`src/rtl/avmm_reg_bank.sv`:
```
// avmm_reg_bank
//   Avalon-MM slave register bank. NUM_REGS registers of DATA_W bits each.
//   Each register is one of three kinds, chosen per index by the masks:
//     RW  : byte-enabled writes, reset to its RESET_VAL slice.
//     RO  : no storage, mirrors the status_in slice.
//     W1C : sticky status. Hardware sets bits via status_in and software
//           clears them by writing 1s. A set wins over a clear on the same bit.
//   Reads are registered with a fixed latency of 1 and a readdatavalid pulse.
//   There is no waitrequest.
//
// Ports
//   clk, reset_n        clock, asynchronous active-low reset
//   address             word address (ADDR_W)
//   write_n, read_n     active-low strobes; both may be low in the same cycle
//   writedata           write data (DATA_W)
//   byteenable          write byte lanes (DATA_W/8)
//   readdata            registered read data; holds its value between reads
//   readdatavalid       one-cycle pulse for each read
//   status_in           hardware status, slice i = [i*DATA_W +: DATA_W]
//   reg_data            current value of every register, same slicing
//   irq                 registered OR of every W1C register bit
module avmm_reg_bank #(
  parameter int                         NUM_REGS  = 8,
  parameter int                         DATA_W    = 32,
  parameter int                         ADDR_W    = 3,
  parameter logic [63:0]                RO_MASK   = '0,
  parameter logic [63:0]                W1C_MASK  = '0,
  parameter logic [NUM_REGS*DATA_W-1:0] RESET_VAL = '0
) (
  input  logic                         clk,
  input  logic                         reset_n,
  input  logic [ADDR_W-1:0]            address,
  input  logic                         write_n,
  input  logic                         read_n,
  input  logic [DATA_W-1:0]            writedata,
  input  logic [DATA_W/8-1:0]          byteenable,
  output logic [DATA_W-1:0]            readdata,
  output logic                         readdatavalid,
  input  logic [NUM_REGS*DATA_W-1:0]   status_in,
  output logic [NUM_REGS*DATA_W-1:0]   reg_data,
  output logic                         irq
);

  localparam int BE_W = DATA_W / 8;

  // Expand one bit per byte lane into a full-width bit mask.
  function automatic logic [DATA_W-1:0] be_expand(input logic [BE_W-1:0] be);
    logic [DATA_W-1:0] m;
    m = '0;
    for (int b = 0; b < BE_W; b++) begin
      m[8*b +: 8] = {8{be[b]}};
    end
    return m;
  endfunction

  logic              wr_en;
  logic              rd_en;
  logic [DATA_W-1:0] wr_mask;

  assign wr_en   = !write_n;
  assign rd_en   = !read_n;
  assign wr_mask = be_expand(byteenable);

  // Next-cycle OR of each W1C register, so that irq tracks the post-update value.
  logic [NUM_REGS-1:0] w1c_any_d;

  for (genvar i = 0; i < NUM_REGS; i++) begin : g_reg
    if (RO_MASK[i]) begin : g_ro
      assign reg_data[i*DATA_W +: DATA_W] = status_in[i*DATA_W +: DATA_W];
      assign w1c_any_d[i] = 1'b0;
    end else begin : g_st
      localparam logic [DATA_W-1:0] RST_VAL =
        W1C_MASK[i] ? '0 : RESET_VAL[i*DATA_W +: DATA_W];

      logic              wr_sel;
      logic [DATA_W-1:0] val_d;
      logic [DATA_W-1:0] val_q;

      assign wr_sel = wr_en && (address == ADDR_W'(i));

      always_comb begin
        val_d = val_q;
        if (W1C_MASK[i]) begin
          // Clear first, then OR in status so that a set wins per bit.
          val_d = (val_q & ~(wr_sel ? (writedata & wr_mask) : '0))
                | status_in[i*DATA_W +: DATA_W];
        end else if (wr_sel) begin
          val_d = (val_q & ~wr_mask) | (writedata & wr_mask);
        end
      end

      always_ff @(posedge clk or negedge reset_n) begin
        if (!reset_n) begin
          val_q <= RST_VAL;
        end else begin
          val_q <= val_d;
        end
      end

      assign reg_data[i*DATA_W +: DATA_W] = val_q;
      assign w1c_any_d[i] = W1C_MASK[i] ? (|val_d) : 1'b0;
    end
  end

  // RW slices never look at status_in.
  logic unused_status;
  assign unused_status = ^status_in;

  // Read mux over the current (pre-write) values. Out-of-range addresses give 0.
  logic [DATA_W-1:0] rd_val;
  always_comb begin
    rd_val = '0;
    for (int k = 0; k < NUM_REGS; k++) begin
      if (address == ADDR_W'(k)) begin
        rd_val = reg_data[k*DATA_W +: DATA_W];
      end
    end
  end

  logic [DATA_W-1:0] readdata_d, readdata_q;
  logic              readdatavalid_d, readdatavalid_q;
  logic              irq_d, irq_q;

  always_comb begin
    readdata_d      = rd_en ? rd_val : readdata_q;
    readdatavalid_d = rd_en;
    irq_d           = |w1c_any_d;
  end

  always_ff @(posedge clk or negedge reset_n) begin
    if (!reset_n) begin
      readdata_q      <= '0;
      readdatavalid_q <= 1'b0;
      irq_q           <= 1'b0;
    end else begin
      readdata_q      <= readdata_d;
      readdatavalid_q <= readdatavalid_d;
      irq_q           <= irq_d;
    end
  end

  assign readdata      = readdata_q;
  assign readdatavalid = readdatavalid_q;
  assign irq           = irq_q;

endmodule

```
`config.mk`:
```
export PLATFORM = sky130hd
export DESIGN_NAME = avmm_reg_bank
export DESIGN_NICKNAME = d
export VERILOG_FILES = /design/src/rtl/avmm_reg_bank.sv
export SDC_FILE = /design/constraint.sdc
export NUM_CORES = 1
export LEC_CHECK = 0
export CORE_AREA = 2 2 228 230
export DETAILED_ROUTE_END_ITERATION = 8
export DIE_AREA = 0 0 230 232
export SLEW_MARGIN = 20
export SYNTH_ARGS = -nofsm -noshare
export SYNTH_HDL_FRONTEND = slang
export SYNTH_SLANG_ARGS = --single-unit
export TNS_END_PERCENT = 10
```
`constraint.sdc`:
```
create_clock -name clk -period 1 [get_ports clk]
set_input_delay 0.1 -clock clk [delete_from_list [all_inputs] [get_ports clk]]
set_output_delay 0.1 -clock clk [all_outputs]
set_load 0.01 [all_outputs]
```
==> metrics.cfg, run 1 <==
[synthesis]
synth_edf_count = 0
syn_inst = 1022
yosysWarnings = 0
syn_avg_cell_area_um2 = 12.83
netlist_area_mm2 = 0.01312
synth-seq-cells = 289
yosysUniqueCellTypes = 40
synth_flop_cell = dfrtp_1
synthArstFlopShare_pct = 100.0
ys_seq_area_share_pct = 55.14
synth_nets = 1321

[floorplanning]
dieWidth_um = 230
pin_count = 589
start_util_pct = 25.78
die-area_mm2 = 0.05336
rows = 83
coreArea_mm2 = 0.05089
die_y_um = 232

[setup_path]
cp_max_fo = 3
end_kind = primary output
cp.arrival_ns = 1.19
startpoint_type = register
path_class = reg -> out
cp_data_required_time_ns = 0.90

[final_layout]
final_cell_mix = dfrtp_1 (288), mux2_2 (232), buf_4 (183)
drive_gt1_share_pct = 60.33
multiInputGateArea_mm2 = 0.005919
register_area_mm2 = 0.007233
n_fill_cell = 4903
nets = 1921
final_common_cell = dfrtp_1
area_growth_syn_to_layout_pct = 57.76
stdcell_area_mm2 = 0.02069

[route]
vias_per_cell = 4.820
drtIter0Drc = 596
ant_nets = 0
drcViolationCount = 0
vias = 11246
routed_wl_um = 52560
dr.pass1.iters = 5
routedWlPerCell_um = 22.53

[hold_path]
hold_path.class = in -> async

[grt]
grt_pass1_wl_um = 76610
grt_max_degree = 45
overflow = 0
antenna_found_initial = 12
grt_pass1_vias = 11824
grt_usage_pct = 19.21

[cts]
cts.clk_slew.worst_paths_ns = 0.06
cts_buffer_depth = 3
htree_levels = 2
clkLatencyLatePin_ns = 0.54
cts_tree = done
cts_buffers = 34
cts.sink_count = 289
ctsRootBufferMaster = clkbuf_16

[placement]
dpl_cell_area_mm2 = 0.01918
dp_slack_ns = -0.8404
portBuffers = 331
place_hpwl_um = 37600
gp_congestion = 0.8108

[timing]
maxSlewViolCount = 0
timing.final.crit_share_pct = 128.9
timing.final.ws_setup_ns = -0.2886
maxSlewHeadroom_pct = 38.69
setup-violations-final = 325
period_needed_ns = 1.289
tns_ns = -60.94
finalHoldViolCount = 0
max_freq_ghz = 0.7761
final.setup_skew_ns = 0.01327
worstMarginPinSlew_ns = 0.9177
rsz0062_at_grt = yes

[power]
power_density_mw_per_mm2 = 2102
p_leak_uw = 0.009650
finalPower_uw = 43500
irDropWorstVdd_v = 0.001018

[outcome]
violations = negative setup slack
outcome = complete, but fails checks

[flow_run]
max-cap-violations = 0

[final cells by class]
cell class	count	area share (%)
repair buffers	628	26.73
flip-flops and latches	289	34.96
clock buffers	55	5.333
multi-input cells	666	28.61
well taps	680	4.112
diodes	7	0.08465
clock inverters	5	0.1209
inverters	3	0.05442
[report_power, final]
group	total, µW	internal [µW]	switching, µW
Sequential	16700	14300	2380
Clock	12500	7530	4950
Combinational	14300	8230	6080
Total	43500	30100	13400
[metal layers]
| layer | vias up | global-route usage [%] | share of wire, % |
|---|---|---|---|
| met2 | 391 | 31.15 | 48 |
| met3 | 95 | 3.757 | 5.8 |
| met1 | 5737 | 24.74 | 42 |
| li1 | 5017 | - | - |
| met4 | 6 | 8.871 | 3.9 |
| met5 | - | 0 | 0.068 |
[cell usage after synthesis, types with 2 or more instances]
| cell type | count | area (µm²) |
|---|---|---|
| nor2_2 | 6 | 37.54 |
| a22o_1 | 20 | 175.2 |
| nand2_4 | 2 | 22.52 |
| o21ai_1 | 3 | 15.01 |
| nand3_2 | 3 | 30.03 |
| nor3_1 | 9 | 45.04 |
| o22ai_1 | 23 | 143.9 |
| nor2b_1 | 16 | 100.1 |
| o311a_1 | 8 | 80.08 |
| and3_1 | 3 | 18.77 |
| and2_1 | 3 | 18.77 |
| buf_2 | 27 | 135.1 |
| buf_4 | 7 | 52.55 |
| o31ai_1 | 8 | 60.06 |
| dfrtp_1 | 289 | 7232 |
| a22oi_1 | 12 | 90.09 |
| a211oi_1 | 8 | 60.06 |
| buf_6 | 7 | 78.83 |
| nor2_4 | 6 | 67.56 |
| nor2_1 | 41 | 153.9 |
| clkbuf_1 | 23 | 86.33 |
| a221oi_1 | 20 | 175.2 |
| o2bb2ai_1 | 4 | 35.03 |
| mux2i_1 | 20 | 200.2 |
| mux2_2 | 249 | 2804 |
| mux2_1 | 7 | 78.83 |
| nand2_2 | 11 | 68.82 |
| and3b_1 | 16 | 140.1 |
| a21oi_1 | 41 | 205.2 |
| a31oi_1 | 20 | 125.1 |
| nand2_1 | 35 | 131.4 |
| o21ai_0 | 62 | 310.3 |
| clkinv_1 | 2 | 7.510 |
| nor3b_4 | 2 | 37.54 |
| nor3_4 | 4 | 65.06 |
[worst paths after layout]
check / from / end / slack [ns] / depth (start not counted)
max: register / reg_data[170] / -0.29 / 2
min: reset_n / async pin / 0.10 / 3
max reg2reg: register / readdata[2]$_DFFE_PN0N_ / -0.28 / 5
min reg2reg: register / register / 0.53 / 1
max in group asynchronous: reset_n / async pin / 0.39 / 4
min in group clk: read_n / readdata[12]$_DFFE_PN0N_ / 0.16 / 4
[stage by stage]
step,instances,hold WS (ns),util (%)
3_3_place_gp,2175,0.07868,37.69
2_1_floorplan,1022,-0.1956,-
3_5_place_dp,2175,0.08259,37.69
6_report,2333,0.1030,40.66
4_1_cts,2319,0.09276,40.81
5_1_grt,2330,0.1266,40.65
[worst max-delay path, cell delays in order (launching register included)]
cell	delay [ns]
dfrtp_1	0.41
buf_6	0.14
buf_6	0.11
[kinds of logic after synthesis]
group,Yosys count,synth area share (%)
other cells,1,0.02859
mux,276,23.50
flops,289,55.14
simple gates,160,7.307
compound gates,229,11.25
buf+inv,67,2.776
[repair_timing]
action                                  CTS  global route
hold buffers                              1             0
hold endpoints to repair                289             0
buffers inserted                         83             7
pin swaps                                 5            66
endpoints found under the setup margin  561           577
resized for setup                       983           321
Note: power is estimated with default switching activity, not from simulation.
==> run 2, diff against run 1 <==
Settings changed: ABC_AREA set to 1, CORE_AREA 2 2 228 230 to 2 2 231 233, DIE_AREA 0 0 230 232 to 0 0 233 235.
==> metrics.cfg, run 2 <==
[outcome]
outcome = complete, but fails checks
violations = negative setup slack

[timing]
period_needed_ns = 1.294
max_freq_ghz = 0.7728
maxSlewViolCount = 0
setup-violations-final = 330
timing.final.crit_share_pct = 129.4
finalHoldViolCount = 0
worstMarginPinSlew_ns = 0.5140
whs_ns = 0.1957
final.setup_skew_ns = 0.008761
timing.final.ws_setup_ns = -0.2939
maxSlewHeadroom_pct = 65.62
rsz0062_at_grt = yes

[final_layout]
stdcell_area_mm2 = 0.02072
area_growth_syn_to_layout_pct = 63.63
drive_gt1_share_pct = 36.18
final_cell_mix = nand2_1 (458), dfrtp_1 (289), buf_4 (281)
nets = 2469
final_common_cell = nand2_1

[synthesis]
ys_seq_area_share_pct = 57.12
syn_avg_cell_area_um2 = 8.463
synth_common_cells = nand2_1 (465), dfrtp_1 (289), o21ai_0 (185)
yosys.area_share.simple_pct = 23.33
synth_nets = 1795
synth_flop_cell = dfrtp_1
yosysWarnings = 0
synthMuxAreaShare_pct = 0
synth_top_cell_area_share_pct = 57.12
yosysMostFrequentCell = nand2_1
synth_edf_count = 0
netlist_area_mm2 = 0.01266
synthXorXnorAreaFrac_pct = 0
synth_compound_area_share_pct = 13.91
synth-seq-cells = 289
synthAdderAreaFrac_pct = 0
yosys-top-cells-area = dfrtp_1 (57%), nand2_1 (14%), o21ai_0 (7.3%)
post-synth-top-area-cell = dfrtp_1
yosysUniqueCellTypes = 25
synthArstFlopShare_pct = 100.0
synth_top_family_by_area = simple AND/OR/NAND/NOR gates
syn_inst = 1496

[route]
routedWlPerCell_um = 19.24
routed_wl_um = 55460
drtIter0Drc = 932
vias = 13321
ant_nets = 0
dr.pass1.iters = 5
vias_per_cell = 4.622
drcViolationCount = 0

[floorplanning]
dieWidth_um = 233
die_y_um = 235
start_util_pct = 24.24
pin_count = 589
die-area_mm2 = 0.05476
coreArea_mm2 = 0.05224
rows = 84

[setup_path]
r2r-end = readdata[15]$_DFFE_PN0N_
end_kind = register
cp_data_required_time_ns = 1.42
path_class = reg -> reg
cp.arrival_ns = 1.71
reg2reg_depth = 7
startpoint_type = register
reg2reg_slack_ns = -0.29
cp_max_fo = 2

[cts]
cts_buffer_depth = 3
clkLatencyLatePin_ns = 0.53
ctsRootBufferMaster = clkbuf_16
cts.clk_slew.worst_paths_ns = 0.06
cts_tree = done
htree_levels = 2
cts.sink_count = 289
cts_buffers = 36

[grt]
use_met1_pct = 26.71
use_met2_pct = 31.53
grt_pass1_wl_um = 81640
overflow = 0
antenna_found_initial = 4
grt_use_met3_pct = 4.381
grt_usage_pct = 19.60
gr-max-usage-layer = met2
grt_pass1_vias = 13153
grt_max_degree = 56

[placement]
dp_slack_ns = -0.9810
place_hpwl_um = 39200
portBuffers = 331
dpl_cell_area_mm2 = 0.01941
gp_congestion = 0.8628

[hold_path]
hold_path.class = in -> async

[power]
combPwrFrac_pct = 31.4
clock_power_share_pct = 29.9
power.internal_uw = 28270
p_sw_uw = 13380
power_density_mw_per_mm2 = 2010
p_leak_uw = 0.01036
finalPower_uw = 41650
irDropWorstVdd_v = 0.0008333
power_frac_seq_pct = 38.6
netSwitchingFraction_pct = 32.11

[flow_run]
max-cap-violations = 0

## run 2: worst max path at each step
stage               cells past startpoint                        to  slack [ns]
finish                                  7  readdata[15]$_DFFE_PN0N_       -0.29
global route                            7  readdata[15]$_DFFE_PN0N_       -0.35
CTS                                     2              reg_data[15]       -0.30
detailed placement                      8                  register       -0.98
global placement                        8                  register       -0.98
floorplan                               6                  register       -0.26
## run 2: metrics by stage
| stage | cells | setup TNS, ns | util (%) |
|---|---|---|---|
| after CTS | 2864 | -139.83 | 39.86 |
| after detailed placement | 2697 | -249.47 | 37.17 |
| final | 2882 | -56.15 | 39.66 |
| after floorplan | 1496 | -52.04 | - |
| after global placement | 2697 | -242.93 | 37.17 |
| after global routing | 2881 | -73.39 | 39.66 |
## run 2: power by group through the flow
stage          clock [µW]  combinational [µW]  sequential [µW]
2_1_floorplan           0                2910            17100
3_3_place_gp            0               12900            16400
3_5_place_dp            0               13100            16500
4_1_cts             12800               13200            16100
5_1_grt             13300               14300            16400
6_report            12500               13100            16100
## run 2: what timing repair did
| action | CTS | global route |
|---|---|---|
| gates cloned | 0 | 3 |
| hold buffers | 2 | 3 |
| hold endpoints to repair | 291 | 2 |
| gates resized for setup | 988 | 224 |
| pin swaps | 2 | 48 |
| setup buffers | 105 | 10 |
| setup endpoints to repair | 577 | 577 |
## run 2: metal layers
metal | share of wire [%] | up-vias
met5 | 0.040 | -
met4 | 2.6 | 4
met3 | 6.9 | 92
met2 | 47 | 481
met1 | 44 | 6469
li1 | - | 6275
## run 2: layout make-up
cell class | count | area [µm²]
clock buffer | 52 | 1022
timing repair buffer | 710 | 6047
fill | 5260 | 31520
tap | 688 | 860.8
antenna | 2 | 5.005
sequential | 289 | 7232
multi-input combinational | 1026 | 5065
inverter | 107 | 411.6
clock inverter | 8 | 73.82
## run 2: worst max-delay path: stages (launching register included)
cell and delay (ns):
dfrtp_1 0.41, buf_6 0.13, nand3_2 0.07, nand2_1 0.05, nor2_1 0.11, nand4_1 0.18, nand2_1 0.16, a21oi_2 0.07
## run 2: cells by family after synthesis
group	count (synthesis)
and+or+nand+nor	705
AOI/OAI and AO/OA	320
DFF	289
buffers and inverters	181
other	1
==> RTL edit 1, RTL diff (settings of run 2) <==
Remove the register `irq_q`: a continuous assignment takes its place, so the output `irq` follows one clock earlier.
--- a/src/rtl/avmm_reg_bank.sv
+++ b/src/rtl/avmm_reg_bank.sv
@@ -132,11 +132,11 @@
       readdata_q      <= '0;
       readdatavalid_q <= 1'b0;
-      irq_q           <= 1'b0;
     end else begin
       readdata_q      <= readdata_d;
       readdatavalid_q <= readdatavalid_d;
-      irq_q           <= irq_d;
     end
   end
+
+  assign irq_q = irq_d;
 
   assign readdata      = readdata_q;
Formal check against the unedited RTL: equivalent (Yosys induction, for registers that start in step).
==> RTL edit 1 against run 2 <==
The flow finishes with violations (negative hold slack, negative setup slack). Clock skew increased by 2.6 ps. Sequential cell count is the same. Cell area is 1.5% higher. Routed wire length is 1.4% higher. Area after synthesis fell by 0.52%. Sequential share of layout area down 0.47 points. Count of clock-buffer cells in the layout shrank 6. Power grew 2.8%. Critical path depth is 5 lower. Final cell count rose by 0.56%. First-iteration DRC count grew 1.9%. Setup slack improved by 32 ps.
==> RTL edit 1: results (changes against run 2) <==
Synth
  – Syn nets: 1791 (-0.22%)
  – Compound-Gate Fraction of Synth Area: 0.129 (-0.0100)
  – Synth Instances: 1492 (-0.27%)
  – Synth area leaders: dfrtp_1 57%, nand2_1 14%, o21ai_0 6.8%
  – Yosys cell types: 23 (-8.0%)
  – Most frequent cells after synthesis: 466 x nand2_1, 289 x dfrtp_1, 171 x o21ai_0, 141 x nor2_1, 87 x nand3_1
  – Sequential element share of the synthesized area: 0.574 (+0.00301)

Setup path
  – Worst R2R Setup Slack: -250 ps (+40 ps)
  – Data arrival time of the worst path: 1160 ps (-550 ps)
  – Reg2reg end: readdata[11]
  – CP peak stage delay: 380 ps (-30 ps)
  – CP delay by family, top: flip-flops

Finish
  – Layout cell share with drive strength beyond 1: 0.391 (+0.0296)
  – Non-clock buffer share: 0.294 (+0.00187)
  – Non-Filler Instances: 2898 (+0.56%)
  – FF+latch area: 0.00724 mm2 (about the same)
  – Multi-input gates: 1047 (+2.0%)
  – ClkCell Share: 0.0545 (+0.00156)
  – Invs w/o clock: 81 (-24%)

Global routing
  – Met3 Use GR: 0.0597 (+0.0159)
  – Grt met2 use: 0.319 (+0.00415)
  – Met1 Use GR: 0.258 (-0.00941)
  – Initial antenna violation count: 6 (+2)

Outcome
  – Outcome: finished with violations
  – Failing checks: negative hold slack, negative setup slack

Timing
  – WHS: -25.4 ps (-221 ps)
  – Final setup violation count: 321 (-2.7%)
  – Setup slack after layout: -262 ps (+32.0 ps)
  – Count of final hold-check violations: 6 (+6)

Clock network
  – Resized Gates After CTS: 1239 (+25%)
  – Num CTS Buffers: 35 (-2.8%)
  – Post-CTS setup buffer count: 141 (+34%)

Placed design
  – Hpwl dp: 40.6 mm (+3.5%)
  – Placed insts: 2680 (-0.63%)

Power
  – Pleak: 10.6 nW (+2.2%)
  – Combinational share of power: 0.324 (+0.010)
  – Cell Int Power: 29.1 mW (+2.9%)

Drt
  – DR WL met3: 4.86 mm (+27%)
  – Routed wire length: 56.2 mm (+1.4%)
==> RTL edit 1: changes by cell type in the layout (fill, tap and decap cells not counted), sizes merged, moves of 4 or more <==
cell         change
nor2            +46
buf             +95
dlygate4sd3      -4
a21oi           -27
nand3            +6
clkinv           +6
inv             -25
clkbuf          -80
nand4            -6
==> RTL edit 1: stage by stage <==
stage | setup WS [ps] | power [mW] | cell area (um2) | util | TNS (ps)
6_report | -262 | 42.8 | 21000 | 0.402 | -55210
5_1_grt | -297 | 45.1 | 21000 | 0.402 | -68840
4_1_cts | -262 | 42.4 | 20400 | 0.390 | -71150
3_5_place_dp | -956 | 29.5 | 19200 | 0.368 | -247210
3_3_place_gp | -931 | 29.3 | 19200 | 0.368 | -240030
2_1_floorplan | -279 | 20.0 | 12900 | - | -57450
==> RTL edit 1: worst reg2reg max path, cell delays in order (launching register included) <==
cell and delay [ps]:
dfrtp_1 410, buf_6 140, nand3_2 80, nand3_2 110, nor2_4 160, nand4_1 120, nand2_1 80, nand2_1 40
==> RTL edit 2, RTL diff (settings of run 2) <==
Without the edit above. Change the parameter `DATA_W` from 32 to 40.
--- a/src/rtl/avmm_reg_bank.sv
+++ b/src/rtl/avmm_reg_bank.sv
@@ -22,5 +22,5 @@
 module avmm_reg_bank #(
   parameter int                         NUM_REGS  = 8,
-  parameter int                         DATA_W    = 32,
+  parameter int                         DATA_W    = 40,
   parameter int                         ADDR_W    = 3,
   parameter logic [63:0]                RO_MASK   = '0,
Interface: changed (5 resized); port bits go from 589 to 734. The function was not compared with the original's and may differ.
==> RTL edit 2 against run 2 <==
The run still ends with negative setup slack left. First-iteration DRC count rose by 50%. Worst hold slack worse by 170 ps. Final cell count rose by 18%. Area after synthesis up 25%. Cell area up 21%. Register-to-register slack better by 20 ps. Power up 26%. Combinational power is 23% higher. Non-clock buffer count is 150 higher. Routed wire length is 25% higher. Sequential cell count increased by 72. Setup slack got worse by 21 ps. Critical path type is now reg -> out. Highest routed layer unchanged.
==> RTL edit 2: results (changes against run 2) <==
Outcome
  – Outcome: finished with violations
  – Failing checks: negative setup slack

Clock network
  – Worst skew pair latency: 560 ps (+30 ps)
  – Total number of H-tree levels: 2 (unchanged)
  – Num CTS Buffers: 42 (+17%)
  – CTS clk-pin slew, worst paths: 60 ps (about the same)
  – Root Buffer: clkbuf_16
  – Clock Path Buffers: 3 (unchanged)

Synth
  – Most frequent cells after synthesis: 578 x nand2_1, 361 x dfrtp_1, 218 x o21ai_0, 137 x nor2_1, 128 x inv_1
  – XOR/XNOR share of the synthesized area: 0 (unchanged)
  – Ys Warns: 0 (unchanged)
  – Syn nets: 2251 (+25%)
  – Adder-Cell Fraction of Synth Area: 0 (unchanged)
  – Sequential element share of the synthesized area: 0.571 (about the same)
  – Asr flop ratio synth: 1.00 (unchanged)
  – Post-synth top flop: dfrtp_1
  – Synth area leaders: dfrtp_1 57%, nand2_1 14%, o21ai_0 6.9%
  – Compound-Gate Fraction of Synth Area: 0.139 (+0.000162)
  – Yosys cell types: 21 (-16%)
  – Mux cell area share after synthesis: 0 (unchanged)

Setup path
  – Data arrival time of the worst path: 1210 ps (-500 ps)
  – CP Max Fanout: 3 (+1)
  – Crit path launch type: flop

Finish
  – Layout cell share with drive strength beyond 1: 0.360 (-0.00205)
  – # nets final: 3057 (+24%)

Power
  – Pleak: 12.7 nW (+23%)
  – Peak supply drop: 970 uV (+16%)

Placed design
  – Hpwl dp: 50.0 mm (+27%)
  – Setup WS pre-CTS: -1120 ps (-136 ps)
  – I/O Buffers: 412 (+24%)
  – Placed Area: 0.0236 mm2 (+22%)
  – Placer congestion estimate: 0.889 (+3.1%)

Global routing
  – First-pass GRT wire length: 102 mm (+25%)
  – Initial antenna violation count: 8 (+4)
  – Via count of the first global-routing pass: 16800 (+28%)
  – Largest net degree at the start of global routing: 83 (+48%)
  – Overall Global Routing Usage: 0.247 (+0.0506)

Drt
  – Drt first pass iters: 5 (unchanged)
  – Routed wire length: 69.3 mm (+25%)
  – Via count: 16900 (+27%)
  – First-iteration detailed-routing DRC count: 1397 (+50%)

Timing
  – Final setup violation count: 403 (+22%)
  – Max Clock Skew: 9.13 ps (+0.374 ps)
  – Setup slack after layout: -315 ps (-20.6 ps)

Min path
  – Hold Startpoint: read_n
  – HP Class: in -> reg
## RTL edit 2: changes by cell type in the layout (fill, tap and decap cells not counted), moves of 33 or more
cell,run 2,this run
nand2_1,458,560
clkbuf_2,74,161
buf_4,281,352
dfrtp_1,289,358
nor2_1,67,109
o21ai_1,9,43
buf_2,169,136
buf_6,67,100
## RTL edit 2: final cells by class
cell class | count | area (um2)
Sequential cell | 361 | 9040
Timing Repair Buffer | 860 | 7000
Clock inverter | 11 | 155
Clock buffer | 64 | 1280
Fill cell | 5037 | 27100
Inverter | 132 | 507
Antenna cell | 3 | 7.51
Tap cell | 688 | 861
Multi-Input combinational cell | 1288 | 6310
## RTL edit 2: power by group
group          switching (mW)  internal, mW
sequential               2.67          17.7
combinational            7.77          8.30
clock                    6.24          9.80
## RTL edit 2: final timing paths
| path | to | slack, ps | cells past startpoint |
|---|---|---|---|
| worst max-delay path | reg_data[86] | -310 | 2 |
| worst min-delay path | readdata[5] | 20 | 4 |
| worst max register to register | readdata[6] | -270 | 7 |
| worst min register to register | readdata[36] | 480 | 2 |
| max in group asynchronous | asynchronous set/reset pin | 390 | 3 |
| min in group asynchronous | readdata[9] | 130 | 3 |
## RTL edit 2: cells by family (layout without fill, tap and decap cells)
group | after synthesis | after routing
and+or+nand+nor | 887 | 887
AOI/OAI and AO/OA | 400 | 400
DFF | 361 | 361
buffers and inverters | 230 | 1067
other | 1 | 4
## RTL edit 2: metal layers
layer / vias to the layer above / share of wire / track usage
li1: 7794 / - / -
met3: 159 / 0.065 / 0.0379
met1: 8162 / 0.41 / 0.317
met5: - / 0.00012 / 0
met2: 777 / 0.49 / 0.411
met4: 2 / 0.042 / 0.105
## RTL edit 2: what timing repair did
item                                    4_1_cts  5_1_grt
gates resized for setup                    1155      365
hold endpoints to repair                    361        0
setup buffers                               104       26
hold buffers                                  1        0
pin swaps                                     0       72
endpoints found under the setup margin      721      721
gates cloned                                  3        2
## RTL edit 2: stage by stage
step	TNS [ps]	cells
after floorplan	-138120	1879
after global placement	-341930	3196
after detailed placement	-349380	3196
after CTS	-188370	3379
after global routing	-94670	3407
final	-78320	3407
## RTL edit 2: worst max-delay path, cell delays in order, from the launching register on
cell and delay, ps:
dfrtp_1 410, buf_6 130, buf_6 110
